$ cat src/rtl/conv_output_serializer.sv
// Captures a conv array output row a fixed delay after bias-stage entry and streams it one pixel per handshake.
// Optional build macro CONV_OUT_RELU_EN clamps negative output pixels to zero.
module conv_output_serializer #(
    parameter int         WIDTH         = 32,
    parameter int         ARRAY_SIZE    = 6,
    parameter int         CAPTURE_DELAY = 3,
    parameter logic [2:0] STAGE_BIAS    = 3'd5
) (
    input  logic                        clk,
    input  logic                        rst_n,
    input  logic [2:0]                  current_state,
    input  logic [ARRAY_SIZE*WIDTH-1:0] i_pixel_bus,
    input  logic                        i_ready,
    output logic [WIDTH-1:0]            o_pixel,
    output logic                        o_valid,
    output logic [2:0]                  o_col,
    output logic                        o_row_done,
    output logic                        o_overflow
);

    localparam int         ROW_W    = ARRAY_SIZE * WIDTH;
    localparam logic [2:0] LAST_COL = 3'(ARRAY_SIZE - 1);

    typedef enum logic {IDLE, STREAM} state_t;

    state_t                   state, state_nxt;
    logic                     bias_prev_p0;
    logic                     bias_entry;
    logic [CAPTURE_DELAY-1:0] bias_dly_p1;
    logic                     capture;
    logic [ROW_W-1:0]         active_row;
    logic [ROW_W-1:0]         pending_row;
    logic                     pend_full;
    logic [2:0]               col, col_nxt;
    logic                     overflow;
    logic                     xfer, last_xfer;
    logic                     load_active_bus, load_active_pend, load_pend, pend_clr, ovf_set;
    logic [WIDTH-1:0]         elem;

`ifdef CONV_OUT_RELU_EN
    function automatic logic [WIDTH-1:0] relu(input logic signed [WIDTH-1:0] x);
        return (x < 0) ? '0 : x;
    endfunction
`endif

    // Stage p0: bias entry edge detect
    assign bias_entry = (current_state == STAGE_BIAS) && !bias_prev_p0;
    assign capture    = bias_dly_p1[CAPTURE_DELAY-1];

    // Stage p1: capture delay line, its last tap marks the bus sample edge
    always_ff @(posedge clk or negedge rst_n) begin
        if (!rst_n) begin
            bias_prev_p0 <= 1'b0;
            bias_dly_p1  <= '0;
        end else begin
            bias_prev_p0   <= (current_state == STAGE_BIAS);
            bias_dly_p1[0] <= bias_entry;
            for (int i = 1; i < CAPTURE_DELAY; i++) begin
                bias_dly_p1[i] <= bias_dly_p1[i-1];
            end
        end
    end

    assign xfer      = (state == STREAM) && i_ready;
    assign last_xfer = xfer && (col == LAST_COL);

    always_comb begin
        state_nxt        = state;
        col_nxt          = col;
        load_active_bus  = 1'b0;
        load_active_pend = 1'b0;
        load_pend        = 1'b0;
        pend_clr         = 1'b0;
        ovf_set          = 1'b0;
        case (state)
            IDLE: begin
                if (capture) begin
                    state_nxt       = STREAM;
                    load_active_bus = 1'b1;
                    col_nxt         = 3'd0;
                end
            end
            STREAM: begin
                if (last_xfer) begin
                    col_nxt = 3'd0;
                    if (pend_full) begin
                        // Pending row promotes; a simultaneous capture refills the freed slot
                        load_active_pend = 1'b1;
                        if (capture) load_pend = 1'b1;
                        else         pend_clr  = 1'b1;
                    end else if (capture) begin
                        load_active_bus = 1'b1;
                    end else begin
                        state_nxt = IDLE;
                    end
                end else begin
                    if (xfer) col_nxt = col + 3'd1;
                    if (capture) begin
                        if (pend_full) ovf_set   = 1'b1;
                        else           load_pend = 1'b1;
                    end
                end
            end
            default: state_nxt = IDLE;
        endcase
    end

    // Stage p2: control state
    always_ff @(posedge clk or negedge rst_n) begin
        if (!rst_n) begin
            state     <= IDLE;
            col       <= 3'd0;
            pend_full <= 1'b0;
            overflow  <= 1'b0;
        end else begin
            state <= state_nxt;
            col   <= col_nxt;
            if (load_pend)     pend_full <= 1'b1;
            else if (pend_clr) pend_full <= 1'b0;
            if (ovf_set) overflow <= 1'b1;
        end
    end

    // Row storage is qualified by the control path and needs no reset
    always_ff @(posedge clk) begin
        if (load_active_bus)       active_row <= i_pixel_bus;
        else if (load_active_pend) active_row <= pending_row;
        if (load_pend) pending_row <= i_pixel_bus;
    end

    // Element 0 sits in the most significant slice of the row
    always_comb begin
        elem = active_row[(ARRAY_SIZE - 1 - int'(col)) * WIDTH +: WIDTH];
    end

    assign o_valid    = (state == STREAM);
    assign o_col      = col;
    assign o_row_done = last_xfer;
    assign o_overflow = overflow;

`ifdef CONV_OUT_RELU_EN
    assign o_pixel = o_valid ? relu(elem) : '0;
`else
    assign o_pixel = o_valid ? elem : '0;
`endif

endmodule
$ cat config.mk
export PLATFORM = sky130hd
export DESIGN_NAME = conv_output_serializer
export DESIGN_NICKNAME = d
export VERILOG_FILES = /design/src/rtl/conv_output_serializer.sv
export SDC_FILE = /design/constraint.sdc
export NUM_CORES = 1
export LEC_CHECK = 0
export ABC_CLOCK_PERIOD_IN_PS = 15300
export BUFFER_PORTS_ARGS = -buffer_cell sky130_fd_sc_hd__buf_2
export CORE_MARGIN = 2
export CORE_UTILIZATION = 51
export CTS_BUF_LIST = sky130_fd_sc_hd__clkbuf_16
export CTS_CLUSTER_SIZE = 25
export DETAILED_ROUTE_END_ITERATION = 8
export GPL_TIMING_DRIVEN = 0
export HOLD_SLACK_MARGIN = 0.08
export PLACE_DENSITY_LB_ADDON = 0.08
export SYNTH_ARGS = -nofsm -noshare
export SYNTH_HDL_FRONTEND = slang
export SYNTH_SLANG_ARGS = --single-unit
$ cat constraint.sdc
create_clock -name clk -period 15.3 [get_ports clk]
set_clock_uncertainty 0.2 [all_clocks]
set_input_delay 0.765 -clock clk [delete_from_list [all_inputs] [get_ports clk]]
set_output_delay 0.765 -clock clk [all_outputs]
set_load 0.02 [all_outputs]
-- Word level (Yosys, flattened, before mapping)
Index checks and enable logic that the tools add are counted.
- input bits: 198
- flip-flop bits (word level): 394
- logic and storage cells: 54
- shift-type cells: 1
- bitwise gates (word level): 1
- multiplexer cells: 31
- equality and inequality tests: 4
- $add $sub $neg: 2
- reductions and logical operators: 7
- operator list (operator ; number):
    192-bit 2-to-1 mux ; 2
    192-bit by 9-bit variable part select with 32-bit output ; 1
    32-bit 2-to-1 mux ; 1
    1-bit 2-to-1 mux ; 22
    3-bit 2-to-1 mux ; 3
    3-bit equality test, second input constant ; 2
    3-bit case mux with 2 select lines ; 1
    1-bit case mux with 2 select lines ; 2
    2-bit nonzero test ; 2
    3-bit by 3-bit subtractor with 4-bit output, first input constant ; 1
    3-bit by 1-bit adder with 3-bit output, second input constant ; 1
    1-bit logical AND ; 3
    3-bit by 2-bit != test with 1-bit output, second input constant ; 1
    2-bit != test, second input constant ; 1
    2-bit AND reduction ; 1
    1-bit zero test ; 1
    1-bit inverter ; 1

-- Longest topological paths before layout
Gate-level depths: netlist of the first run.
- depth in word-level cells: 6
- gate-level depth with buffers: 7
- mapped depth without buffers: 6

-- Worst setup path after synthesis of the first run
No wires, ideal clock.
- path type: reg2reg
- from: register col[1], in the netlist o_col[1]
- to: register pending_row[0] (enable)
- library setup time: 1017 ps
- data arrival time: 14832 ps
- data required time: 14083 ps
- path buffers: 0
- cell stages (with the launch flop): 6
- path slack: -750 ps
- cells stage by stage: dfrtp_1 -> inv_1 -> ha_1 -> nand4_1 -> nor2_1 -> nor3b_1
- cells in the longest elaborated chain, start to end: 4
- ends and longest elaborated chain (element ; RTL line ; source):
    from (decl) ; 34 ; logic [2:0] col, col_nxt;
    from (signal assigned) ; 117 ; col <= col_nxt;
    3-bit equality test ; 65 ; assign last_xfer = xfer && (col == LAST_COL);
    1-bit logical AND ; 65 ;
    1-bit 2-to-1 mux ; 84 ; if (last_xfer) begin
    1-bit 2-to-1 mux ; 75 ; case (state)
    via load_pend ; 37 ; logic load_active_bus, load_active_pend, load_pend, pend_clr, ovf_set;
    to (signal assigned) ; 128 ; if (load_pend) pending_row <= i_pixel_bus;
    to (decl) ; 32 ; logic [ROW_W-1:0] pending_row;
The timed path passes the listed nets, and every way through them passes these cells.
A chain may end at the register's enable or synchronous reset.

-- Final worst setup path of the first run
- from: register col[1], in the netlist o_col[1]
- to: output port o_pixel[14]
- cells in the longest elaborated chain, start to end: 3
- ends and longest elaborated chain (element ; RTL line ; source):
    3-bit by 3-bit subtractor with 4-bit output ; 133 ; elem = active_row[(ARRAY_SIZE - 1 - int'(col)) * WIDTH +: WIDTH];
    192-bit by 9-bit variable part select with 32-bit output ; 133 ;
    32-bit 2-to-1 mux ; 144 ; assign o_pixel = o_valid ? elem : '0;
    to (decl) ; 14 ; output logic [WIDTH-1:0] o_pixel,
No other way between the ends.

==> results of run 1 <==
cell type report:
cell class              count  area, µm²  share of cell area [%]
flip-flops and latches    394      11800                    61.4
multi-input cells         386       3810                    19.8
repair buffers            250       1460                    7.60
clock buffers              45       1130                    5.86
well taps                 396        495                    2.58
plain buffers              43        314                    1.64
clock inverters            29        195                    1.02
inverters                   3       11.3                  0.0586
diodes                      3       7.51                  0.0391
timing repair:
action                    4_1_cts  5_1_grt
hold buffers                    1        0
buffers inserted                0        0
hold endpoints to repair       10        0
placed cells by master (no fill, tap or decap), types with 2 or more instances in the layout:
master	instances
sky130_fd_sc_hd__nand4b_1	2
sky130_fd_sc_hd__buf_8	9
sky130_fd_sc_hd__ha_1	3
sky130_fd_sc_hd__clkinv_1	12
sky130_fd_sc_hd__buf_6	18
sky130_fd_sc_hd__clkinv_2	3
sky130_fd_sc_hd__inv_1	13
sky130_fd_sc_hd__diode_2	3
sky130_fd_sc_hd__buf_2	246
sky130_fd_sc_hd__a21oi_1	2
sky130_fd_sc_hd__clkbuf_1	10
sky130_fd_sc_hd__nand2_1	37
sky130_fd_sc_hd__buf_1	3
sky130_fd_sc_hd__nor2_1	3
sky130_fd_sc_hd__mux2_1	169
sky130_fd_sc_hd__mux2_2	55
sky130_fd_sc_hd__nand2b_1	3
sky130_fd_sc_hd__buf_16	5
sky130_fd_sc_hd__bufinv_16	3
sky130_fd_sc_hd__edfxtp_1	384
sky130_fd_sc_hd__mux2i_1	64
sky130_fd_sc_hd__nor3b_1	2
sky130_fd_sc_hd__clkbuf_16	45
sky130_fd_sc_hd__o221ai_1	32
sky130_fd_sc_hd__dfrtp_1	10
sky130_fd_sc_hd__o21ai_0	2
cell families after synthesis:
| family | share of synthesized area (%) |
|---|---|
| fa+ha+maj | 0.236 |
| flops | 74.1 |
| buf+inv | 2.05 |
| compound gates | 2.19 |
| xor+xnor | 0.0551 |
| simple gates | 1.48 |
| mux | 19.9 |
metal layers:
metal	track usage (%)	vias up
met1	29.4	4260
met3	4.71	60
li1	-	3900
met4	5.42	8
met2	33.5	233
met5	0	-
power by group through the flow:
| stage | combinational, mW | sequential, mW | clock [mW] |
|---|---|---|---|
| after global routing | 0.903 | 1.32 | 1.03 |
| final | 0.840 | 1.31 | 0.967 |
| after CTS | 0.855 | 1.31 | 0.988 |
| after global placement | 0.831 | 1.36 | 0 |
| after detailed placement | 0.851 | 1.33 | 0 |
| after floorplan | 0.532 | 1.35 | 0 |
registers in the layout, summed over array words and instances, names as in the netlist:
name / flops
active_row: 192
pending_row: 192
bias_dly_p1: 3
o_col: 3
bias_prev_p0: 1
o_overflow: 1
o_valid: 1
pend_full: 1
per-stage QoR:
stage	setup slack (ns)	util [%]	hold WS, ns	instances
after global placement	1.59	57.3	0.133	1457
final	11.25	62.6	0.146	1549
after detailed placement	11.59	58.2	0.136	1471
after floorplan	6.07	-	0.131	826
after CTS	11.20	62.6	0.149	1546
after global routing	11.02	62.6	0.160	1547
worst max path at each step:
stage             start                to  slack, ns  depth (start not counted)
6_report       o_col[1]       o_pixel[14]      11.25                          8
5_1_grt        o_col[1]       o_pixel[14]      11.02                          8
4_1_cts        o_col[1]       o_pixel[14]      11.20                          8
3_5_place_dp    i_ready   active_row[145]      11.59                          7
3_3_place_gp    i_ready  pending_row[177]       1.59                          4
2_1_floorplan  o_col[1]    pending_row[0]       6.07                          5
==> impl_results.md, run 1 <==
* Kind of end point of the critical path: output port
* Classification of the worst setup path: flop to output port
* Top cells by area, synth: sky130_fd_sc_hd__edfxtp_1 (73%), sky130_fd_sc_hd__mux2_1 (12%), sky130_fd_sc_hd__mux2i_1 (4.0%)
* IR drop worst, VDD at 0.112 mV
* Maxcap violations at 0
* Met1 routed wirelength after detailed routing at 15.0 mm
* Startpoint of the worst-slack reg-to-reg timing path: o_col[1]
* Mean Syn Cell Area at 19.2 µm²
* Routed WL per cell at 21.9 µm
* Clock Root Buffer: sky130_fd_sc_hd__clkbuf_16
* Global-route wire length before repair at 52.1 mm
* Critical Path Most Common Cell: sky130_fd_sc_hd__clkbuf_1
* Instance area after placement at 0.0179 mm²
* Primary flip-flop cell chosen by synthesis mapping: sky130_fd_sc_hd__edfxtp_1
* Cells along the critical path: inv_1 -> ha_1 -> nor4bb_1 -> clkbuf_1 -> clkbuf_1 -> nand2_1 -> o221ai_1 -> buf_2
* Worst Hold Endpoint: bias_dly_p1[1]
* Count of yosys warnings during synthesis at 0
* Drt via density at 5.46
* Proportion of layout cells with a drive suffix above 1 at 33.8%
* Clock transition at the registers of the reported paths at 0.06 ns
* Int Pwr at 2.17 mW
* H-tree depth at 2
* Yosys reg bits at 394
* Total negative slack at 0 ns
* Cell leakage power at 6.98 nW
* CP arrival at 3.09 ns
* Proportion of power drawn by flip-flops and latches at 42.0%
* Top Layer Used: met5
* Peak Freq at 247 MHz
* Number of pins exceeding their max-slew limit in the final report at 0
* Post-synth top cells: sky130_fd_sc_hd__edfxtp_1 (384), sky130_fd_sc_hd__mux2_1 (169), sky130_fd_sc_hd__mux2i_1 (64)
* Worst flop-to-flop path endpoint: active_row[112]
* Placed wire-length estimate at 22.8 mm
* Area inside the core boundary at 0.0307 mm²
* Required time at the worst-slack endpoint at 14.34 ns
* DR WL met3 at 2.13 mm
* Port buffer count at 235
* Share of the cycle needed by the critical path after routing at 26.5%
* Outcome: completed
* Number of standard-cell rows in the floorplan at 64
* Number of flops mapped to enable cells by yosys at 384
* Slew at the pin with the worst max-slew slack at 0.920 ns
* Post-synthesis instance area at 0.0159 mm²
* Latest clock arrival within the worst-skew pair at 0.52 ns
* Launch point of the worst hold path: bias_dly_p1[0]
* Standard cell with the maximum stage delay on the critical path: sky130_fd_sc_hd__clkbuf_1
* Kind of cell adding the most delay to the critical path: buffers and inverters
* Mapped Nets at 1027
* Initial antenna violation count at 7
* Fillcell total at 2353
* GR Util All Layers at 21.0%
* Fraction of power spent switching nets at 30.3%
* Via count of the first global-routing pass at 8885
* GP Congestion at 0.727
* Final wirelength at 33.9 mm
* Flop2flop setup slack at 11.85 ns
* Number of clock buffers inserted by TritonCTS at 42
* Cell depth of the worst min-delay path at 0
* Cts repair resizes at 0
* Clock power share at 31.0%
* Chip Width at 181 µm
* Die Y at 181 µm
* Count of unique library cells instantiated by Yosys at 30
* Antenna viol nets, final at 0
* Clock sink count at 394
* Cell taking the most area after synthesis: sky130_fd_sc_hd__edfxtp_1
* Cells after synthesis at 826
* Most repeated cell in the gate-level netlist after synthesis: sky130_fd_sc_hd__edfxtp_1
* Slew Limit Headroom at 38.6%
* Die area at 0.0326 mm²
* Endpoints failing hold at 0
* Final net count at 1321
* CTS max path bufs at 3
* Maximum fanout count along the critical path at 10
* Number of primary I/O pins at 236
* Critical Path Start Type: flop
* Design Power at 3.12 mW
* Endpoints failing setup at 0
* Sequential fraction of the synthesis area at 74.1%
* Largest net degree at the start of global routing at 69
* Min-Delay Path Class: flop to flop
* Net switching power of the design at 0.944 mW
* DRC violation count after routing at 0
* Met2 routed wirelength at 16.0 mm
* Area growth from synthesis to layout at 20.8%
* WP buf/inv at 4
* Depth of the worst register-to-register path at 8
* Final standard cell area without fillers at 0.0192 mm²
* Initial DRC count at 556
* Relative contribution of combinational cells to total power at 27.0%
* Initial cell density of the core at 51.8%
* Share of the synthesized area in the top cell type at 72.5%
* Detailed-routing iteration count for the pre-antenna-repair pass at 7
* TritonCTS clock tree: yes
* Share of flip-flops with an asynchronous set or reset after synthesis at 2.54%
* Total overflow reported by the global router at 0
* Areal power density over the cells at 162 mW/mm²
* Minimum period implied by the final worst setup slack at 4.05 ns
* Unrepaired setup endpoints after global routing: false
* Number of vias after detailed routing at 8461
* Max stage delay on crit path at 0.56 ns
Power figures use the tool's default switching activity.
==> run 2: changes to the inputs <==
--- a/config.mk
+++ b/config.mk
@@ -5,10 +5,10 @@
 export SDC_FILE = /design/constraint.sdc
 export NUM_CORES = 1
 export LEC_CHECK = 0
-export ABC_CLOCK_PERIOD_IN_PS = 15300
+export ABC_CLOCK_PERIOD_IN_PS = 3750
 export BUFFER_PORTS_ARGS = -buffer_cell sky130_fd_sc_hd__buf_2
 export CORE_MARGIN = 2
-export CORE_UTILIZATION = 51
+export CORE_UTILIZATION = 57
 export CTS_BUF_LIST = sky130_fd_sc_hd__clkbuf_16
 export CTS_CLUSTER_SIZE = 25
 export DETAILED_ROUTE_END_ITERATION = 8
==> constraint.sdc (replaced) <==
create_clock -name clk -period 3.75 [get_ports clk]
set_clock_uncertainty 0.2 [all_clocks]
set_input_delay 0.1875 -clock clk [delete_from_list [all_inputs] [get_ports clk]]
set_output_delay 0.1875 -clock clk [all_outputs]
set_load 0.02 [all_outputs]
==> run 2 against run 1 <==
First-iteration DRC count up 30%. Core utilization grew 14 points. Final area up 11%. Via count rose by 11%. Total power grew to 4.2 times the previous value. Largest cell class unchanged. Largest power group unchanged. Routed wire length grew 11%.
==> impl_results.md, run 2 (synthesis results as in run 1) <==
* Biggest registers after layout: active_row x192, pending_row x192
* Cts repair resizes at 0 (unchanged)
* Area inside the core boundary at 0.0276 mm² (-9.9%)
* Clock Root Buffer: sky130_fd_sc_hd__clkbuf_16
* Number of pins exceeding their max-slew limit in the final report at 0 (unchanged)
* Total overflow reported by the global router at 0 (unchanged)
* Initial DRC count at 723 (+30%)
* Standard cell with the maximum stage delay on the critical path: sky130_fd_sc_hd__nor3b_4
* Die Y at 171 µm (-5.3%)
* Min-Delay Path Class: flop to flop
* Launch point of the worst hold path: bias_dly_p1[1]
* Endpoints failing hold at 0 (unchanged)
* Classification of the worst setup path: flop to flop
* Antenna viol nets, final at 0 (unchanged)
* Placed wire-length estimate at 22.6 mm (-0.76%)
* GR Util All Layers at 25.8% (+4.8 points)
* Initial antenna violation count at 1 (-6)
* Largest net degree at the start of global routing at 67 (-2.9%)
* Final std cells w/o fill at 1726 (+11%)
* Commonest cells after routing, fill and taps aside: sky130_fd_sc_hd__edfxtp_1 (384), sky130_fd_sc_hd__buf_2 (246), sky130_fd_sc_hd__dlygate4sd3_1 (199), sky130_fd_sc_hd__mux2_1 (169), sky130_fd_sc_hd__mux2i_1 (64)
* Relative contribution of combinational cells to total power at 27.9% (+0.9 points)
* TritonCTS clock tree: yes
* CP arrival at 3.37 ns (+0.28 ns)
* Latest clock arrival within the worst-skew pair at 0.52 ns (about the same)
* Port buffer count at 235 (unchanged)
* Number of cells after detailed placement at 1454 (-1.2%)
* Cells along the critical path: buf_2 -> nand4_1 -> nand2_1 -> nor3b_4 -> buf_16 -> buf_8 -> buf_8 -> buf_8 -> buf_8
* Critical Path Start Type: flop
* Clock power share at 31.5% (+0.5 points)
* Area growth from synthesis to layout at 33.6%
* Startpoint of the worst setup timing path: o_col[0]
* Slew Limit Headroom at 36.0% (-2.7 points)
* Int Pwr at 9.20 mW (+320%)
* Global-route wire length before repair at 56.4 mm (+8.2%)
* Unrepaired setup endpoints after global routing: false
* Detailed-routing iteration count for the pre-antenna-repair pass at 5 (-2)
* Slew at the pin with the worst max-slew slack at 0.960 ns (+0.0392 ns)
* Number of standard-cell rows in the floorplan at 61 (-4.7%)
* Chip Width at 171 µm (-5.3%)
* H-tree depth at 2 (unchanged)
* Required time at the worst-slack endpoint at 3.77 ns (-10.57 ns)
* Fraction of power spent switching nets at 30.3% (about the same)
* Proportion of power drawn by flip-flops and latches at 40.6% (-1.4 points)
* Outcome: completed
* IR drop worst, VDD at 0.492 mV (+340%)
* Fillcell total at 1609 (-32%)
* Area taken by multi-input logic gates at 0.00382 mm² (+0.33%)
* Initial cell density of the core at 57.5% (+5.7 points)
* Design Power at 13.2 mW (+320%)
* Drt via density at 5.45 (-0.22%)
* Critical Path Most Common Cell: sky130_fd_sc_hd__buf_8
* Most frequent standard cell in the layout excluding fill and tap cells: sky130_fd_sc_hd__edfxtp_1
* Die area at 0.0292 mm² (-10%)
* Peak Freq at 298 MHz
* Maximum fanout count along the critical path at 16 (+6)
* Clock sink count at 394 (unchanged)
* Minimum period implied by the final worst setup slack at 3.36 ns
* CTS max path bufs at 3 (unchanged)
* Startpoint of the worst-slack reg-to-reg timing path: o_col[0]
* Share of the cycle needed by the critical path after routing at 89.5%
* Register cell area after layout at 0.0118 mm² (about the same)
* Net switching power of the design at 4.00 mW (+320%)
* Kind of end point of the critical path: flop
* Number of clock buffers inserted by TritonCTS at 41 (-2.4%)
* GP Congestion at 0.771 (+5.9%)
* Maxcap violations at 0 (unchanged)
* Cell leakage power at 7.83 nW (+12%)
* Max stage delay on crit path at 0.81 ns (+0.25 ns)
* Areal power density over the cells at 621 mW/mm² (+280%)
* Endpoints failing setup at 0 (unchanged)
* Via count of the first global-routing pass at 10100 (+14%)
* DRC violation count after routing at 0 (unchanged)
* Number of primary I/O pins at 236 (unchanged)
* Proportion of layout cells with a drive suffix above 1 at 29.8% (-4.1 points)
* Final net count at 1519 (+15%)
* Clock transition at the registers of the reported paths at 0.06 ns (about the same)
* Number of vias after detailed routing at 9407 (+11%)
* Routed WL per cell at 21.8 µm (-0.55%)
* Final wirelength at 37.5 mm (+11%)
run 2: cell types whose count changed in the layout (fill, tap and decap cells not counted), sizes merged, moves of 2 or more:
| cell | previous run | this run |
|---|---|---|
| bufinv | 3 | 8 |
| clkbuf | 55 | 51 |
| clkinv | 15 | 17 |
| diode | 3 | 1 |
| dlygate4sd3 | 1 | 199 |
| inv | 13 | 9 |
run 2: power groups by stage:
stage	logic (mW)	clock network [mW]	registers, mW
2_1_floorplan	2.18	0	5.46
3_3_place_gp	3.40	0	5.48
3_5_place_dp	3.48	0	5.44
4_1_cts	3.68	4.20	5.35
5_1_grt	3.91	4.37	5.38
6_report	3.69	4.16	5.35
run 2: metrics by stage:
step / hold slack, ns / utilization, % / instance area [µm²] / setup TNS (ns) / setup WS, ns
2_1_floorplan: -0.308 / - / 15900 / -515.44 / -2.68
3_3_place_gp: -0.147 / 63.6 / 17600 / -1089.16 / -5.31
3_5_place_dp: -0.145 / 64.7 / 17900 / 0 / 0.351
4_1_cts: 0.146 / 76.9 / 21200 / 0 / 0.361
5_1_grt: 0.152 / 76.9 / 21200 / 0 / 0.162
6_report: 0.141 / 76.9 / 21200 / 0 / 0.394
run 2: what timing repair did:
item,in CTS,in global routing
buffers inserted,0,0
hold buffers,199,0
endpoints found under the setup margin,0,0
endpoints found under the hold margin,402,0
run 2: worst paths after layout:
| path | end | slack, ns | cells past startpoint |
|---|---|---|---|
| setup reg to reg | pending_row[47] | 0.39 | 9 |
| max in group asynchronous | o_col[1] | 2.50 | 3 |
| hold / removal | bias_dly_p1[2] | 0.14 | 0 |
| min in group asynchronous | pend_full | 0.51 | 3 |
| setup / recovery | pending_row[47] | 0.39 | 9 |
| hold reg to reg | bias_dly_p1[2] | 0.14 | 0 |
run 2: cell type report:
type                            instances  area share (%)
Buffer                                 43            1.48
Clock inverter                         31            1.60
Timing Repair Buffer                  449            16.3
Tap cell                              378            2.23
Multi-Input combinational cell        386            18.0
Inverter                                3          0.0530
Sequential cell                       394            55.5
Clock buffer                           41            4.83
Antenna cell                            1          0.0118
run 2: metal layers:
metal  global-route usage [%]  share of wire [%]  vias to the layer above
met5                        0                  0                        -
met4                     7.41                2.0                        0
met3                     4.90                6.0                       52
met2                     44.1                 50                      315
met1                     33.8                 43                     4751
li1                         -                  -                     4289
run 2: critical path: cells and delay by family (launching register included):
family / cells / cell delay [ns]
buffers and inverters: 6 / 1.26
and+or+nand+nor: 3 / 1.19
DFF: 1 / 0.39
